==> config.mk <==
export PLATFORM = sky130hd
export DESIGN_NAME = reaction_ctrl_flat
export DESIGN_NICKNAME = d
export VERILOG_FILES = /design/src/rtl/reaction_ctrl_pkg.sv /design/src/rtl/reaction_ctrl_if.sv /design/src/rtl/reaction_ctrl_btn_debounce.sv /design/src/rtl/reaction_ctrl.sv /design/src/flat_wrapper.sv
export SDC_FILE = /design/constraint.sdc
export NUM_CORES = 1
export LEC_CHECK = 0
export CAP_MARGIN = 25
export CORE_ASPECT_RATIO = 1.1
export CORE_MARGIN = 3
export CORE_UTILIZATION = 54
export CTS_BUF_LIST = sky130_fd_sc_hd__clkbuf_8
export DETAILED_ROUTE_END_ITERATION = 8
export HOLD_SLACK_MARGIN = 0.08
export PLACE_DENSITY = 0.87
export SLEW_MARGIN = 15
export SYNTH_ARGS = -nofsm -noshare
export SYNTH_HDL_FRONTEND = slang
export SYNTH_SLANG_ARGS = --single-unit
==> constraint.sdc <==
create_clock -name clk -period 2.55 [get_ports clk]
set_input_delay 0.3825 -clock clk [delete_from_list [all_inputs] [get_ports clk]]
set_output_delay 0.3825 -clock clk [all_outputs]
set_load 0.05 [all_outputs]
==> src/rtl/reaction_ctrl_pkg.sv <==
// Shared definitions for the reaction-time tester: controller state
// encoding (decoded by the timer stage), the overflow result value and
// the LFSR step function.
package reaction_pkg;

    typedef enum logic [2:0] {
        IDLE     = 3'd0,
        WAIT     = 3'd1,
        CLR_CNT1 = 3'd2,
        START    = 3'd3,
        SHOW     = 3'd4,
        CLR_CNT2 = 3'd5,
        FOUL     = 3'd6
    } state_t;

    localparam logic [9:0] OVF_TIME = 10'd999;

    // 14-bit Fibonacci LFSR, taps 14/13/12/2, shifted left into bit 0.
    function automatic logic [13:0] lfsr_next(input logic [13:0] q);
        return {q[12:0], q[13] ^ q[12] ^ q[11] ^ q[1]};
    endfunction

endpackage

==> src/rtl/reaction_ctrl_if.sv <==
// Controller <-> timer link.
//   machine_state : state code driven to the timer
//   rand_num      : latched pre-start delay in ms
//   signal_start / signal_overflow / signal_cleared : timer events
//   react_time    : timer count in START, in ms
// master = controller side, slave = timer side.
interface reaction_ctrl_if;
    logic [2:0]  machine_state;
    logic [13:0] rand_num;
    logic        signal_start;
    logic        signal_overflow;
    logic        signal_cleared;
    logic [9:0]  react_time;

    modport master (
        output machine_state, rand_num,
        input  signal_start, signal_overflow, signal_cleared, react_time
    );

    modport slave (
        input  machine_state, rand_num,
        output signal_start, signal_overflow, signal_cleared, react_time
    );
endinterface

==> src/rtl/reaction_ctrl_btn_debounce.sv <==
// Button conditioner: 2-flop synchronizer, consecutive-sample filter and
// rising-edge pulse.
//   clk, rstn : clock, async active-low reset
//   btn       : raw button, asynchronous
//   press     : 1-cycle pulse on the debounced rising edge
module btn_debounce #(
    parameter int unsigned DEB_CYCLES = 8
) (
    input  logic clk,
    input  logic rstn,
    input  logic btn,
    output logic press
);
    localparam int unsigned CW = (DEB_CYCLES > 1) ? $clog2(DEB_CYCLES) : 1;

    logic          sync1, sync2;
    logic          level;
    logic [CW-1:0] cnt;
    logic          flip;

    // Flip on the edge where the DEB_CYCLES-th differing sample is seen.
    assign flip  = (sync2 != level) && (cnt == CW'(DEB_CYCLES - 1));
    // Decoded from registers only, so no btn-to-output path exists.
    assign press = flip && sync2;

    always_ff @(posedge clk or negedge rstn) begin
        if (!rstn) begin
            sync1 <= 1'b0;
            sync2 <= 1'b0;
            level <= 1'b0;
            cnt   <= '0;
        end else begin
            sync1 <= btn;
            sync2 <= sync1;
            if (sync2 == level) begin
                cnt <= '0;
            end else if (flip) begin
                level <= sync2;
                cnt   <= '0;
            end else begin
                cnt <= cnt + 1'b1;
            end
        end
    end
endmodule

==> src/rtl/reaction_ctrl.sv <==
// Reaction-time tester control FSM. Debounces the button, drives the state
// code to the timer, latches the random pre-start delay and captures the
// result for the display.
//   clk, rstn     : 1 kHz clock, async active-low reset
//   btn           : raw push button
//   tmr           : timer link (machine_state, rand_num out; timer events in)
//   result        : captured reaction time (999 on overflow)
//   result_valid  : high in SHOW
//   overflow_flag : high in SHOW when the result came from overflow
//   false_start   : high in FOUL
//   led_go        : high in START
module reaction_ctrl
    import reaction_pkg::*;
#(
    parameter int unsigned DEB_CYCLES = 8,
    parameter int unsigned DELAY_BASE = 1000,
    parameter logic [13:0] LFSR_SEED  = 14'h0001
) (
    input  logic                   clk,
    input  logic                   rstn,
    input  logic                   btn,
    reaction_ctrl_if.master        tmr,
    output logic [9:0]             result,
    output logic                   result_valid,
    output logic                   overflow_flag,
    output logic                   false_start,
    output logic                   led_go
);
    state_t      state_q, state_d;
    logic        press;
    logic        load_rand, cap_time, cap_ovf;
    logic [13:0] lfsr_q;
    logic [13:0] rand_q;
    logic [9:0]  result_q;
    logic        ovf_q;

    btn_debounce #(.DEB_CYCLES(DEB_CYCLES)) u_deb (
        .clk   (clk),
        .rstn  (rstn),
        .btn   (btn),
        .press (press)
    );

    always_ff @(posedge clk or negedge rstn) begin
        if (!rstn) state_q <= IDLE;
        else       state_q <= state_d;
    end

    always_comb begin
        state_d   = state_q;
        load_rand = 1'b0;
        cap_time  = 1'b0;
        cap_ovf   = 1'b0;
        case (state_q)
            IDLE: if (press) begin
                state_d   = CLR_CNT1;
                load_rand = 1'b1;
            end
            CLR_CNT1: if (tmr.signal_cleared) state_d = WAIT;
            WAIT: begin
                if (press)                 state_d = FOUL;
                else if (tmr.signal_start) state_d = START;
            end
            START: begin
                if (press) begin
                    state_d  = SHOW;
                    cap_time = 1'b1;
                end else if (tmr.signal_overflow) begin
                    state_d = SHOW;
                    cap_ovf = 1'b1;
                end
            end
            SHOW, FOUL: if (press) state_d = CLR_CNT2;
            CLR_CNT2: if (tmr.signal_cleared) state_d = IDLE;
            default: state_d = IDLE;
        endcase
    end

    always_ff @(posedge clk or negedge rstn) begin
        if (!rstn) begin
            lfsr_q   <= LFSR_SEED;
            rand_q   <= '0;
            result_q <= '0;
            ovf_q    <= 1'b0;
        end else begin
            lfsr_q <= lfsr_next(lfsr_q);
            if (load_rand) rand_q <= 14'(DELAY_BASE) + {2'b00, lfsr_q[11:0]};
            if (cap_time) begin
                result_q <= tmr.react_time;
                ovf_q    <= 1'b0;
            end else if (cap_ovf) begin
                result_q <= OVF_TIME;
                ovf_q    <= 1'b1;
            end
        end
    end

    assign tmr.machine_state = state_q;
    assign tmr.rand_num      = rand_q;
    assign result            = result_q;
    assign result_valid      = (state_q == SHOW);
    // ovf_q persists after SHOW; it only matters while the result is shown.
    assign overflow_flag     = ovf_q && (state_q == SHOW);
    assign false_start       = (state_q == FOUL);
    assign led_go            = (state_q == START);
endmodule

==> src/flat_wrapper.sv <==
// flat-port wrapper written by rule: the top's interface ports become plain ports
module reaction_ctrl_flat import reaction_pkg::*;
#(
    parameter int unsigned DEB_CYCLES = 8,
    parameter int unsigned DELAY_BASE = 1000,
    parameter logic [13:0] LFSR_SEED  = 14'h0001
)
  (clk, rstn, btn, result, result_valid, overflow_flag, false_start, led_go, tmr_machine_state, tmr_rand_num, tmr_signal_start, tmr_signal_overflow, tmr_signal_cleared, tmr_react_time);
  reaction_ctrl_if tmr_i ();
  input  logic clk;
  input  logic rstn;
  input  logic btn;
  output logic [9:0] result;
  output logic result_valid;
  output logic overflow_flag;
  output logic false_start;
  output logic led_go;
  output wire logic [$bits(tmr_i.machine_state)-1:0] tmr_machine_state;
  output wire logic [$bits(tmr_i.rand_num)-1:0] tmr_rand_num;
  input wire logic [$bits(tmr_i.signal_start)-1:0] tmr_signal_start;
  input wire logic [$bits(tmr_i.signal_overflow)-1:0] tmr_signal_overflow;
  input wire logic [$bits(tmr_i.signal_cleared)-1:0] tmr_signal_cleared;
  input wire logic [$bits(tmr_i.react_time)-1:0] tmr_react_time;
  assign tmr_machine_state = tmr_i.machine_state;
  assign tmr_rand_num = tmr_i.rand_num;
  assign tmr_i.signal_start = tmr_signal_start;
  assign tmr_i.signal_overflow = tmr_signal_overflow;
  assign tmr_i.signal_cleared = tmr_signal_cleared;
  assign tmr_i.react_time = tmr_react_time;
  reaction_ctrl #(.DEB_CYCLES(DEB_CYCLES), .DELAY_BASE(DELAY_BASE), .LFSR_SEED(LFSR_SEED)) u_core (.clk(clk), .rstn(rstn), .btn(btn), .tmr(tmr_i), .result(result), .result_valid(result_valid), .overflow_flag(overflow_flag), .false_start(false_start), .led_go(led_go));
endmodule
==> metrics.cfg <==
[job]
maxCapViolations=0

[synthesis]
ys_seq_area_frac=0.624
synthSimpleGateAreaFrac=0.107
synth_flop_cell=dfrtp_1
yosys_warnings=0
synth_top_area_frac=0.610
synth_top_cell_by_area=dfrtp_1
synth_xor_area_frac=0.0511
synth-seq-cells=47
synth_commonest_cells=46 x dfrtp_1, 11 x o21ai_1, 10 x nand2_1
synth_fa_ha_area_frac=0.0199
synth.distinct_cells=38
synth_top_family_by_area=compound AO/OA/AOI/OAI gates
synth_compound_area_frac=0.127
synthCells=145
synthMuxAreaShare=0.0358
synthArstFlopShare=1.00
synthesis.nets=164
synth.area.top_cells=dfrtp_1 61%, o22a_1 3.7%, o21ai_1 2.9%, xnor2_1 2.8%, mux2_4 2.4%
synth_edf_count=0
avgSynthCellArea_um2=13.0
yosysMostFrequentCell=dfrtp_1
syn_area_mm2=0.00189

[floorplanning]
num_rows=21
start_util=0.589
die_area_mm2=0.00424
core_area_mm2=0.00321
fp.dieW_um=62.4
io_pins=47
die_y_um=68.0

[cells_and_area]
fin_nets=210
drive_gt1_frac=0.126
antennaDiodeCount=0
area_growth_pct=30.8

[timing]
tightest_slew_ns=0.531
clock-skew-final_ns=0.00913
rsz0062_at_grt=no
hold_viol=0
period_share=0.955
slew_headroom=0.645
max_freq_mhz=411
setup_viol=0
final_max_slew_viol_count=0
finalHoldWorstSlack_ns=0.355
fin_tns_setup_ns=0
min_period_ns=2.43

[critical_path]
cp_max_fo=11
reg2reg_slack_ns=0.48
crit_arrival_ns=2.05
reg2reg_to=u_core.tmr.rand_num[0]
critPathKind=reg2out
setup.worst_path.start_class=flip-flop
rr_startpoint=u_core.u_deb.cnt[0]
crit_required_ns=2.17
worst-r2r-cell-count=5
end_kind=primary output

[clock_network]
ctsHtreeMaxLevel=2
cts-root-buf=clkbuf_8
clock_path_buffers=2
clk_pin_slew_worst_paths_ns=0.08
cts_setup_buffers=0
worstSkewPairLatency_ns=0.30
cts_sinks=47
cts_tree=done
cts-buffers-inserted=5

[hold_path]
hp-class=reg2reg
hold-path-endpoint=u_core.u_deb.sync2
min_from=u_core.u_deb.sync1
hold_depth=0

[global_routing]
grt_max_degree=48
track_usage=0.187
grt_pass1_vias=1284
grt_pass1_wl_um=6050
antenna_found_initial=0
grt_remaining_overflow=0

[routing]
drcViolationCount=0
wl_um=3660
via_count=1271
ant_nets=0
dr.pass1.iters=4
wl_per_cell_um=15.4
vias_per_cell=5.36
drtIter0Drc=100

[power_and_ir_drop]
cellLeakagePower_nw=1.15
p_per_area_mw_per_mm2=941
vdd_drop_max_uv=549

[placement]
hpwl_um=2530
gp_congestion=0.691
io_buffers=45

[run_status]
status=finished, final reports clean

[placed cells by master, fill, tap and decap left out, types with 3 or more instances in the layout]
| cell | synthesis | layout |
|---|---|---|
| nand2_1 | 10 | 10 |
| mux2_4 | 3 | 3 |
| clkbuf_8 | 0 | 6 |
| xor2_1 | 5 | 5 |
| clkdlybuf4s50_1 | 0 | 43 |
| inv_1 | 3 | 3 |
| dfrtp_1 | 46 | 46 |
| ha_1 | 3 | 3 |
| xnor2_1 | 6 | 6 |
| a21oi_1 | 7 | 7 |
| o21ai_1 | 11 | 11 |
| o22a_1 | 8 | 8 |
[worst max-delay path by stage]
| stage | from | endpoint |
|---|---|---|
| 2_1_floorplan | u_core.tmr.machine_state[2] | overflow_flag |
| 3_3_place_gp | u_core.tmr.machine_state[2] | led_go |
| 3_5_place_dp | u_core.tmr.machine_state[2] | led_go |
| 4_1_cts | u_core.tmr.machine_state[2] | led_go |
| 5_1_grt | u_core.tmr.machine_state[2] | overflow_flag |
| 6_report | u_core.tmr.machine_state[0] | overflow_flag |
[state kept, by name, summed over array words and instances, names as in the netlist]
name	count
u_core.u_deb.level	1
u_core.tmr.machine_state	3
u_core.result	10
u_core.u_deb.sync2	1
u_core.tmr.rand_num	13
u_core.u_deb.cnt	3
u_core.lfsr_q	14
u_core.u_deb.sync1	1
u_core.ovf_q	1
[report_power, final]
part / switching (mW) / leakage, nW / internal (mW) / total [mW]
registers: 0.116 / 0.603 / 0.872 / 0.988
clock network: 0.226 / 0.0470 / 0.213 / 0.438
logic: 0.573 / 0.497 / 0.322 / 0.896
total: 0.915 / 1.15 / 1.41 / 2.32
[critical path: stages, from the launching register on]
cell             delay, ns
dfrtp_1               0.50
nand2b_1              0.23
nor2_2                0.11
and2_1                0.13
clkdlybuf4s50_1       0.79
[kinds of logic (layout without fill, tap and decap cells)]
family	Yosys count	count (layout)
other cells	1	1
compound gates	34	34
xor+xnor	11	11
mux	5	5
flops	47	47
fa+ha+maj	3	3
buf+inv	11	57
simple gates	33	33
[final cells by class]
class	count	area, um^2
Fill cell	211	737
Clock inverter	1	5.00
Clock buffer	6	82.6
Tap cell	46	57.6
Multi-Input combinational cell	87	649
Inverter	3	11.3
Timing Repair Buffer	47	485
Sequential cell	47	1180
[metal layers]
metal	wire length [um]	share of wire	GRT usage
met4	56	0.015	0.0744
met3	223	0.061	0.0690
met1	1590	0.43	0.210
met5	0	0	0
met2	1790	0.49	0.331
[timing repair]
action / 4_1_cts / 5_1_grt
endpoints found under the hold margin: 0 / 22
endpoints found under the setup margin: 0 / 1
hold buffers: 0 / 1
resized for setup: 0 / 1
[stage by stage]
stage | util | cell area (um^2) | std cells | worst slack [ns] | total power, mW
2_1_floorplan | - | 1890 | 145 | 0.239 | 1.59
3_3_place_gp | 0.730 | 2340 | 228 | 0.450 | 1.85
3_5_place_dp | 0.730 | 2340 | 228 | 0.391 | 1.89
4_1_cts | 0.758 | 2430 | 235 | 0.0415 | 2.33
5_1_grt | 0.770 | 2470 | 237 | 0.0238 | 2.44
6_report | 0.770 | 2470 | 237 | 0.115 | 2.32
(Power assumes the default switching activity.)
